### src/rtl/uart_rx_os_pkg.sv
// Shared definitions for the oversampling UART receiver (and the matching transmitter).
//  - FSM state encodings
//  - 8N1 frame constants
//  - oversample divider computation and a 3-input majority helper
package uart_rx_os_pkg;

    // Receiver FSM state encodings
    localparam logic [2:0] ST_IDLE  = 3'd0;
    localparam logic [2:0] ST_START = 3'd1;
    localparam logic [2:0] ST_DATA  = 3'd2;
    localparam logic [2:0] ST_STOP  = 3'd3;
    localparam logic [2:0] ST_BREAK = 3'd4;

    // 8N1 frame
    localparam int DATA_BITS = 8;
    localparam int STOP_BITS = 1;

    // Depth of the rxd metastability synchronizer
    localparam int SYNC_STAGES = 2;

    // round(clk_freq / (baud * oversample)) using integer arithmetic
    function automatic int calc_div(input int clk_freq, input int baud, input int oversample);
        int denom;
        denom = baud * oversample;
        return (clk_freq + denom / 2) / denom;
    endfunction

    function automatic logic majority3(input logic a, input logic b, input logic c);
        return (a & b) | (a & c) | (b & c);
    endfunction

endpackage

### src/rtl/uart_rx_os_baud_tick_gen.sv
// Oversample tick generator.
//  A down-counter runs DIV-1..0 and pulses os_tick while it sits at 0.
//  restart reloads the counter so the tick phase lines up with an external event
//  (the receiver uses it on the start-bit edge).
// Ports:
//  clk      in  system clock
//  reset    in  synchronous active-high reset
//  restart  in  reload the counter to DIV-1
//  os_tick  out one-cycle pulse every DIV clocks
module baud_tick_gen #(
    parameter int DIV = 13
) (
    input  logic clk,
    input  logic reset,
    input  logic restart,
    output logic os_tick
);

    localparam int CW = (DIV > 1) ? $clog2(DIV) : 1;
    localparam logic [CW-1:0] RELOAD = CW'(DIV - 1);

    logic [CW-1:0] cnt_reg;
    logic [CW-1:0] cnt_next;

    always_comb begin
        cnt_next = cnt_reg - 1'b1;
        if (restart || (cnt_reg == '0)) begin
            cnt_next = RELOAD;
        end
    end

    always_ff @(posedge clk) begin
        if (reset) begin
            cnt_reg <= RELOAD;
        end else begin
            cnt_reg <= cnt_next;
        end
    end

    assign os_tick = (cnt_reg == '0);

endmodule

### src/rtl/uart_rx_os.sv
// Oversampling 8N1 UART receiver.
//  Converts the asynchronous rxd pin into bytes with a one-cycle ready strobe.
//  Start-bit glitches are rejected, each bit is a 3-sample majority vote taken
//  around mid-bit, and a low stop bit raises frame_err and parks the receiver in
//  BREAK until the line returns high.
// Ports:
//  clk             in   system clock
//  reset           in   synchronous active-high reset
//  rxd             in   asynchronous serial input, idle high
//  rxd_data        out  last good byte, LSB received first
//  rxd_data_ready  out  one-cycle strobe, rxd_data valid in the same cycle
//  frame_err       out  one-cycle strobe, stop bit sampled low
//  busy            out  high whenever the FSM is not IDLE
module uart_rx_os
    import uart_rx_os_pkg::*;
#(
    parameter int CLK_FREQ   = 12_000_000,
    parameter int BAUD       = 115_200,
    parameter int OVERSAMPLE = 8
) (
    input  logic       clk,
    input  logic       reset,
    input  logic       rxd,
    output logic [7:0] rxd_data,
    output logic       rxd_data_ready,
    output logic       frame_err,
    output logic       busy
);

    localparam int DIV = calc_div(CLK_FREQ, BAUD, OVERSAMPLE);
    localparam int M   = OVERSAMPLE / 2;
    localparam int OCW = $clog2(OVERSAMPLE);
    localparam int BCW = $clog2(DATA_BITS);

    localparam logic [OCW-1:0] OS_LAST = OCW'(OVERSAMPLE - 1);
    localparam logic [OCW-1:0] SAMP_A  = OCW'(M - 1);
    localparam logic [OCW-1:0] SAMP_B  = OCW'(M);
    localparam logic [OCW-1:0] SAMP_C  = OCW'(M + 1);
    localparam logic [BCW-1:0] BIT_LAST = BCW'(DATA_BITS - 1);

    // ------------------------------------------------------------------
    // Input synchronizer; everything downstream sees rx_s only
    // ------------------------------------------------------------------
    logic [SYNC_STAGES-1:0] sync_reg;
    logic [SYNC_STAGES-1:0] sync_next;
    logic                   rx_s;

    for (genvar gi = 0; gi < SYNC_STAGES; gi++) begin : g_sync
        if (gi == 0) begin : g_first
            assign sync_next[gi] = rxd;
        end else begin : g_chain
            assign sync_next[gi] = sync_reg[gi-1];
        end
    end

    always_ff @(posedge clk) begin
        if (reset) begin
            sync_reg <= '1;
        end else begin
            sync_reg <= sync_next;
        end
    end

    assign rx_s = sync_reg[SYNC_STAGES-1];

    // ------------------------------------------------------------------
    // Oversample tick, realigned to the start edge
    // ------------------------------------------------------------------
    logic restart;
    logic os_tick;

    baud_tick_gen #(
        .DIV(DIV)
    ) u_tick (
        .clk    (clk),
        .reset  (reset),
        .restart(restart),
        .os_tick(os_tick)
    );

    // ------------------------------------------------------------------
    // Datapath and FSM registers
    // ------------------------------------------------------------------
    logic [2:0]     state_reg;
    logic [2:0]     state_next;
    logic [OCW-1:0] os_cnt_reg;
    logic [BCW-1:0] bit_cnt_reg;
    logic [7:0]     sh_reg;
    logic [1:0]     samp_reg;      // samples taken at M-1 and M
    logic [7:0]     rxd_data_reg;
    logic           ready_reg;
    logic           ferr_reg;

    logic vote_tick;
    logic vote;

    // The third sample is the live rx_s on the M+1 tick, so the decision
    // needs no extra register stage.
    assign vote_tick = os_tick && (os_cnt_reg == SAMP_C);
    assign vote      = majority3(samp_reg[0], samp_reg[1], rx_s);

    always_comb begin
        state_next = state_reg;
        restart    = 1'b0;
        case (state_reg)
            ST_IDLE: begin
                if (!rx_s) begin
                    state_next = ST_START;
                    restart    = 1'b1;
                end
            end
            ST_START: begin
                if (vote_tick) begin
                    state_next = vote ? ST_IDLE : ST_DATA;
                end
            end
            ST_DATA: begin
                if (vote_tick && (bit_cnt_reg == BIT_LAST)) begin
                    state_next = ST_STOP;
                end
            end
            ST_STOP: begin
                // Leaving at mid stop bit lets a back-to-back start edge be caught.
                if (vote_tick) begin
                    state_next = vote ? ST_IDLE : ST_BREAK;
                end
            end
            ST_BREAK: begin
                // Only a return to idle-high rearms; a held-low line is ignored.
                if (rx_s) begin
                    state_next = ST_IDLE;
                end
            end
            default: begin
                state_next = ST_IDLE;
            end
        endcase
    end

    always_ff @(posedge clk) begin
        if (reset) begin
            state_reg    <= ST_IDLE;
            os_cnt_reg   <= '0;
            bit_cnt_reg  <= '0;
            sh_reg       <= '0;
            samp_reg     <= '0;
            rxd_data_reg <= '0;
            ready_reg    <= 1'b0;
            ferr_reg     <= 1'b0;
        end else begin
            state_reg <= state_next;
            ready_reg <= 1'b0;
            ferr_reg  <= 1'b0;

            if (restart) begin
                os_cnt_reg <= '0;
            end else if (os_tick) begin
                os_cnt_reg <= (os_cnt_reg == OS_LAST) ? '0 : os_cnt_reg + 1'b1;
            end

            if (os_tick && (os_cnt_reg == SAMP_A)) begin
                samp_reg[0] <= rx_s;
            end
            if (os_tick && (os_cnt_reg == SAMP_B)) begin
                samp_reg[1] <= rx_s;
            end

            if (vote_tick) begin
                case (state_reg)
                    ST_START: begin
                        bit_cnt_reg <= '0;
                    end
                    ST_DATA: begin
                        sh_reg      <= {vote, sh_reg[7:1]};
                        bit_cnt_reg <= bit_cnt_reg + 1'b1;
                    end
                    ST_STOP: begin
                        if (vote) begin
                            rxd_data_reg <= sh_reg;
                            ready_reg    <= 1'b1;
                        end else begin
                            ferr_reg <= 1'b1;
                        end
                    end
                    default: begin
                    end
                endcase
            end
        end
    end

    assign rxd_data       = rxd_data_reg;
    assign rxd_data_ready = ready_reg;
    assign frame_err      = ferr_reg;
    assign busy           = (state_reg != ST_IDLE);

endmodule

### config.mk
export PLATFORM = sky130hd
export DESIGN_NAME = uart_rx_os
export DESIGN_NICKNAME = d
export VERILOG_FILES = /design/src/rtl/uart_rx_os_pkg.sv /design/src/rtl/uart_rx_os_baud_tick_gen.sv /design/src/rtl/uart_rx_os.sv
export SDC_FILE = /design/constraint.sdc
export NUM_CORES = 1
export LEC_CHECK = 0
export ABC_CLOCK_PERIOD_IN_PS = 4600
export BUFFER_PORTS_ARGS = -buffer_cell sky130_fd_sc_hd__buf_2
export CAP_MARGIN = 20
export CORE_AREA = 5 5 87 57
export DETAILED_ROUTE_END_ITERATION = 10
export DIE_AREA = 0 0 92 62
export SYNTH_ARGS = -nofsm -noshare
export SYNTH_HDL_FRONTEND = slang
export SYNTH_SLANG_ARGS = --single-unit
### constraint.sdc
create_clock -name clk -period 4.6 [get_ports clk]
set_input_delay 0.23 -clock clk [delete_from_list [all_inputs] [get_ports clk]]
set_output_delay 0.23 -clock clk [all_outputs]
set_load 0.01 [all_outputs]
Word level (Yosys, flattened, before mapping). Index checks and enable logic that the tools add are counted. W data, S select, Z words.

Register bits after elaboration: 35. Input port bits: 3. Output and inout bits: 11. Word-level logic and storage cells: 65.

$add $sub $neg: 3. Equality and inequality tests: 14. Mux-type cells: 14. Bitwise logic cells: 7. Reduce and logical (&&, ||, !) cells: 16.

Operators by type and width (count): $mux W3 (7); $eq A3 B3 Y1 const B (5); $pmux W3 S5 (1); $ne A2 B2 Y1 const B (5); $eq A3 B2 Y1 const B (3); $add A3 B1 Y3 const B (2); $pmux W3 S2 (1); $reduce_and A5 Y1 (1); $logic_and A1 B1 Y1 (4); $logic_not A4 Y1 (1); $mux W1 (4); $reduce_and A2 Y1 (2); $reduce_or A2 Y1 (2); $sub A4 B1 Y4 const B (1); $and A1 B1 Y1 (3); $eq A3 B1 Y1 const B (1); $logic_not A3 Y1 (1); $reduce_and A3 Y1 (1); $reduce_bool A3 Y1 (1); $reduce_or A3 Y1 (1); $mux W2 (1); $not A1 Y1 (2); $or A1 B1 Y1 (2); $reduce_bool A2 Y1 (1); $logic_or A1 B1 Y1 (1).

Logic depth before layout (Yosys ltp).
Depth after elaboration: 6. Gate-level depth with buffers: 6. Depth with buffers taken out: 5.

Hierarchy. From an unflattened synthesis, not the netlist that was laid out.

Cells, all modules: 177. Area total of the unflattened synthesis: 1636.6 um^2.

By module, submodules not included: uart_rx_os (instances 1, cells each 161, area each 1476.4 um^2, seq. area each 620.6 um^2); baud_tick_gen (instances 1, cells each 16, area each 160.2 um^2, seq. area each 80.1 um^2).

Worst setup path after synthesis. No wires, ideal clock.

Path type: reg2reg. Start point: reg u_tick.cnt_reg[0]. End point: reg bit_cnt_reg[1]. Setup time: 0.132 ns. Arrival time: 1.453 ns. Data required time: 4.468 ns. Setup slack: 3.014 ns. Cell stages (with the launch flop): 7. Path buffers: 1. Clock period less this slack: 1.586 ns. Cells stage by stage: dfxtp_1 inv_1 ha_1 or3b_1 buf_2 o41ai_1 a21oi_1.

Longest elaborated chain between the ends: 3.

Ends and longest elaborated chain: from (decl) (line uart_rx_os_baud_tick_gen.sv:22) `logic [CW-1:0] cnt_reg;`; from (signal assigned) (line uart_rx_os_baud_tick_gen.sv:36) `cnt_reg <= cnt_next;`; $logic_not A4 Y1 (line uart_rx_os_baud_tick_gen.sv:40) `assign os_tick = (cnt_reg == '0);`; $logic_and A1 B1 Y1 (line uart_rx_os.sv:99) `assign vote_tick = os_tick && (os_cnt_reg == SAMP_C);`; $reduce_and A2 Y1 (no source line); to (signal assigned) (line uart_rx_os.sv:175) `bit_cnt_reg <= bit_cnt_reg + 1'b1;`; to (decl) (line uart_rx_os.sv:87) `logic [BCW-1:0] bit_cnt_reg;`.

No other way between the ends. A chain may end at the register's enable or synchronous reset.

Final worst setup path.
Start point: reg u_tick.cnt_reg[0]. End point: reg rxd_data_reg[2], in the netlist rxd_data[2].

Longest elaborated chain between the ends: 3.

Ends and longest elaborated chain: $logic_not A4 Y1 (line uart_rx_os_baud_tick_gen.sv:40); $logic_and A1 B1 Y1 (line uart_rx_os.sv:99); $reduce_and A3 Y1 (no source line); to (signal assigned) (line uart_rx_os.sv:179) `rxd_data_reg <= sh_reg;`; to (decl) (line uart_rx_os.sv:90) `logic [7:0] rxd_data_reg;`.

No other way between the ends.

==> qor.yml <==
filler_cell_count: 380
cp-start-kind: "register"
syn_area_mm2: 0.00157
gr-max-usage-layer: "met2"
worstPathCellList: "inv_1 > ha_1 > and4bb_2 > and3_1 > mux2i_1"
synth_seq_cells: 35
max_slew_margin: 0.642
grt_max_degree: 37
synth_area_leader_cell: "dfxtp_1"
hold_viol: 0
power.density_mw_per_mm2: 350
firstDrtPassIters: 4
min_period_ns: 1.88
overflow: 0
tritoncts: "built"
wl_per_cell_um: 13.1
postCtsSetupBuffers: 0
yosys_most_used_dff: "dfxtp_1"
drt-total-wl_um: 3060
numPortBuffers: 13
yosys_warnings: 0
drc: 0
n_antenna_cell: 0
vias_per_cell: 5.14
met3_usage: 0.0373
drive_above_1_share: 0.148
fin_util: 0.443
fmax_mhz: 532
synthCells: 172
cp.required_ns: 4.81
vdd_drop_max_mv: 0.217
first_global_vias: 1137
fin_setup_tns_ns: 0
die_h_um: 62
io-pin-count: 14
ctsHoldBuffers: 0
grt_pass1_wl_um: 5220
path_max_fanout: 14
syn2layout_area_growth_pct: 12.8
arrival_ns: 2.09
cp-end-kind: "register"
die_area_mm2: 0.00570
slew_violations: 0
async_flop_share: 0
skew_ns: 0.00706
maxCapViolCount: 0
outcome: "finished clean"
fin_crit_sh: 0.409
num_vias: 1198
p_leak_nw: 0.632
ff2ff_setup_slack_ns: 2.72
worst_slew_pin_slew_ns: 0.537
gp_congestion: 0.724
synth_top_area_share: 0.445
setup_viol: 0
num-nets-final: 193
synth_edf_count: 0
critPathCapture: "rxd_data[2]"
synthTopCellsByArea: "dfxtp_1 (45%), nand2b_1 (6.8%), ha_1 (6.4%)"
grt.total_usage: 0.119
ys_seq_area_frac: 0.445
hpwl_um: 2210
cts_root_buffer: "clkbuf_8"
cts_buffers: 5
hold_path.class: "in -> reg"
yosysMostFrequentCell: "dfxtp_1"
htreeDepth: 2
die-width_um: 92
postRouteAntennaNets: 0
grt_setup_unrepaired: "no"
clock-sinks: 35
max_stage_delay_ns: 0.51
path_clk_slew_ns: 0.07
r2r_cells: 5
startpoint: "u_tick.cnt_reg[0]"
design.core.area_mm2: 0.00401
synth_nets: 183
start_util: 0.393
cts_resized: 0
clockBufferDepth: 2
crit_type: "reg -> reg"
met2_usage: 0.187
ys_types: 35
grt_util_met1: 0.150
antenna_found_initial: 0
num_rows: 18
syn_avg_cell_area_um2: 9.15
clk_latency_ns: 0.28
crit_slowest_cell: "and3_1"
first_iter_violations: 70
r2r_start: "u_tick.cnt_reg[0]"
r2r_end: "rxd_data[2]"
yosys-top-cells-count: "dfxtp_1 (35), a21oi_1 (17), nand2b_1 (17)"
[where the power goes]
group | total, W | leakage, nW | internal (W) | switching (W)
sequential | 0.000318 | 0.283 | 0.000310 | 0.00000819
combinational | 0.0000311 | 0.291 | 0.0000158 | 0.0000153
clock | 0.000271 | 0.0581 | 0.000161 | 0.000110
[worst min path at each step]
stage | slack [ns] | startpoint | end | depth (start not counted)
2_1_floorplan | 0.33 | rxd | sync_reg[0] | 1
3_3_place_gp | 0.39 | sync_reg[0] | sync_reg[1] | 1
3_5_place_dp | 0.39 | sync_reg[0] | sync_reg[1] | 1
4_1_cts | 0.11 | rxd | sync_reg[0] | 2
5_1_grt | 0.12 | rxd | sync_reg[0] | 2
6_report | 0.12 | rxd | sync_reg[0] | 2
[per-stage QoR]
step	hold WS, ns	setup slack [ns]	cells	instance area, µm²	total power [W]
2_1_floorplan	0.334	3.01	172	1570	0.000350
3_3_place_gp	0.393	2.82	225	1660	0.000355
3_5_place_dp	0.395	2.75	225	1660	0.000356
4_1_cts	0.110	2.72	233	1780	0.000630
5_1_grt	0.118	2.58	233	1780	0.000648
6_report	0.122	2.72	233	1780	0.000621
[worst max-delay path: cells and delay by family, from the launching register on]
| kind | cells | cell delay, ns |
|---|---|---|
| buf+inv | 1 | 0.06 |
| mux | 1 | 0.25 |
| flops | 1 | 0.32 |
| fa+ha+maj | 1 | 0.22 |
| simple gates | 2 | 0.96 |
[routing by layer]
metal / part of all wire / up-vias
met2: 0.41 / 27
met1: 0.52 / 546
met5: 0 / -
li1: - / 619
met4: 0.021 / 0
met3: 0.041 / 6
[logic make-up after synthesis]
| kind of cell | Yosys count | share of synthesized area |
|---|---|---|
| simple gates | 65 | 0.251 |
| compound gates | 35 | 0.122 |
| flops | 35 | 0.445 |
| buf+inv | 17 | 0.0437 |
| fa+ha+maj | 9 | 0.0700 |
| mux | 8 | 0.0509 |
| xor+xnor | 3 | 0.0167 |
[area by class of cell]
| type | count | area (µm²) | share of cell area |
|---|---|---|---|
| Multi-Input combinational cell | 120 | 805 | 0.453 |
| Sequential cell | 35 | 701 | 0.395 |
| Timing Repair Buffer | 14 | 72.6 | 0.0409 |
| Clock buffer | 5 | 68.8 | 0.0388 |
| Tap cell | 50 | 62.6 | 0.0352 |
| Clock inverter | 3 | 43.8 | 0.0247 |
| Inverter | 6 | 22.5 | 0.0127 |
[cell usage in the layout, fill, tap and decap left out, types with 6 or more instances in the layout]
master	instances
dfxtp_1	35
a21oi_1	17
nand2b_1	17
buf_2	13
nand3_1	12
o21ai_0	12
mux2i_1	8
ha_1	8
nand2_1	7
inv_1	6
Note: power is estimated with default switching activity, not from simulation.
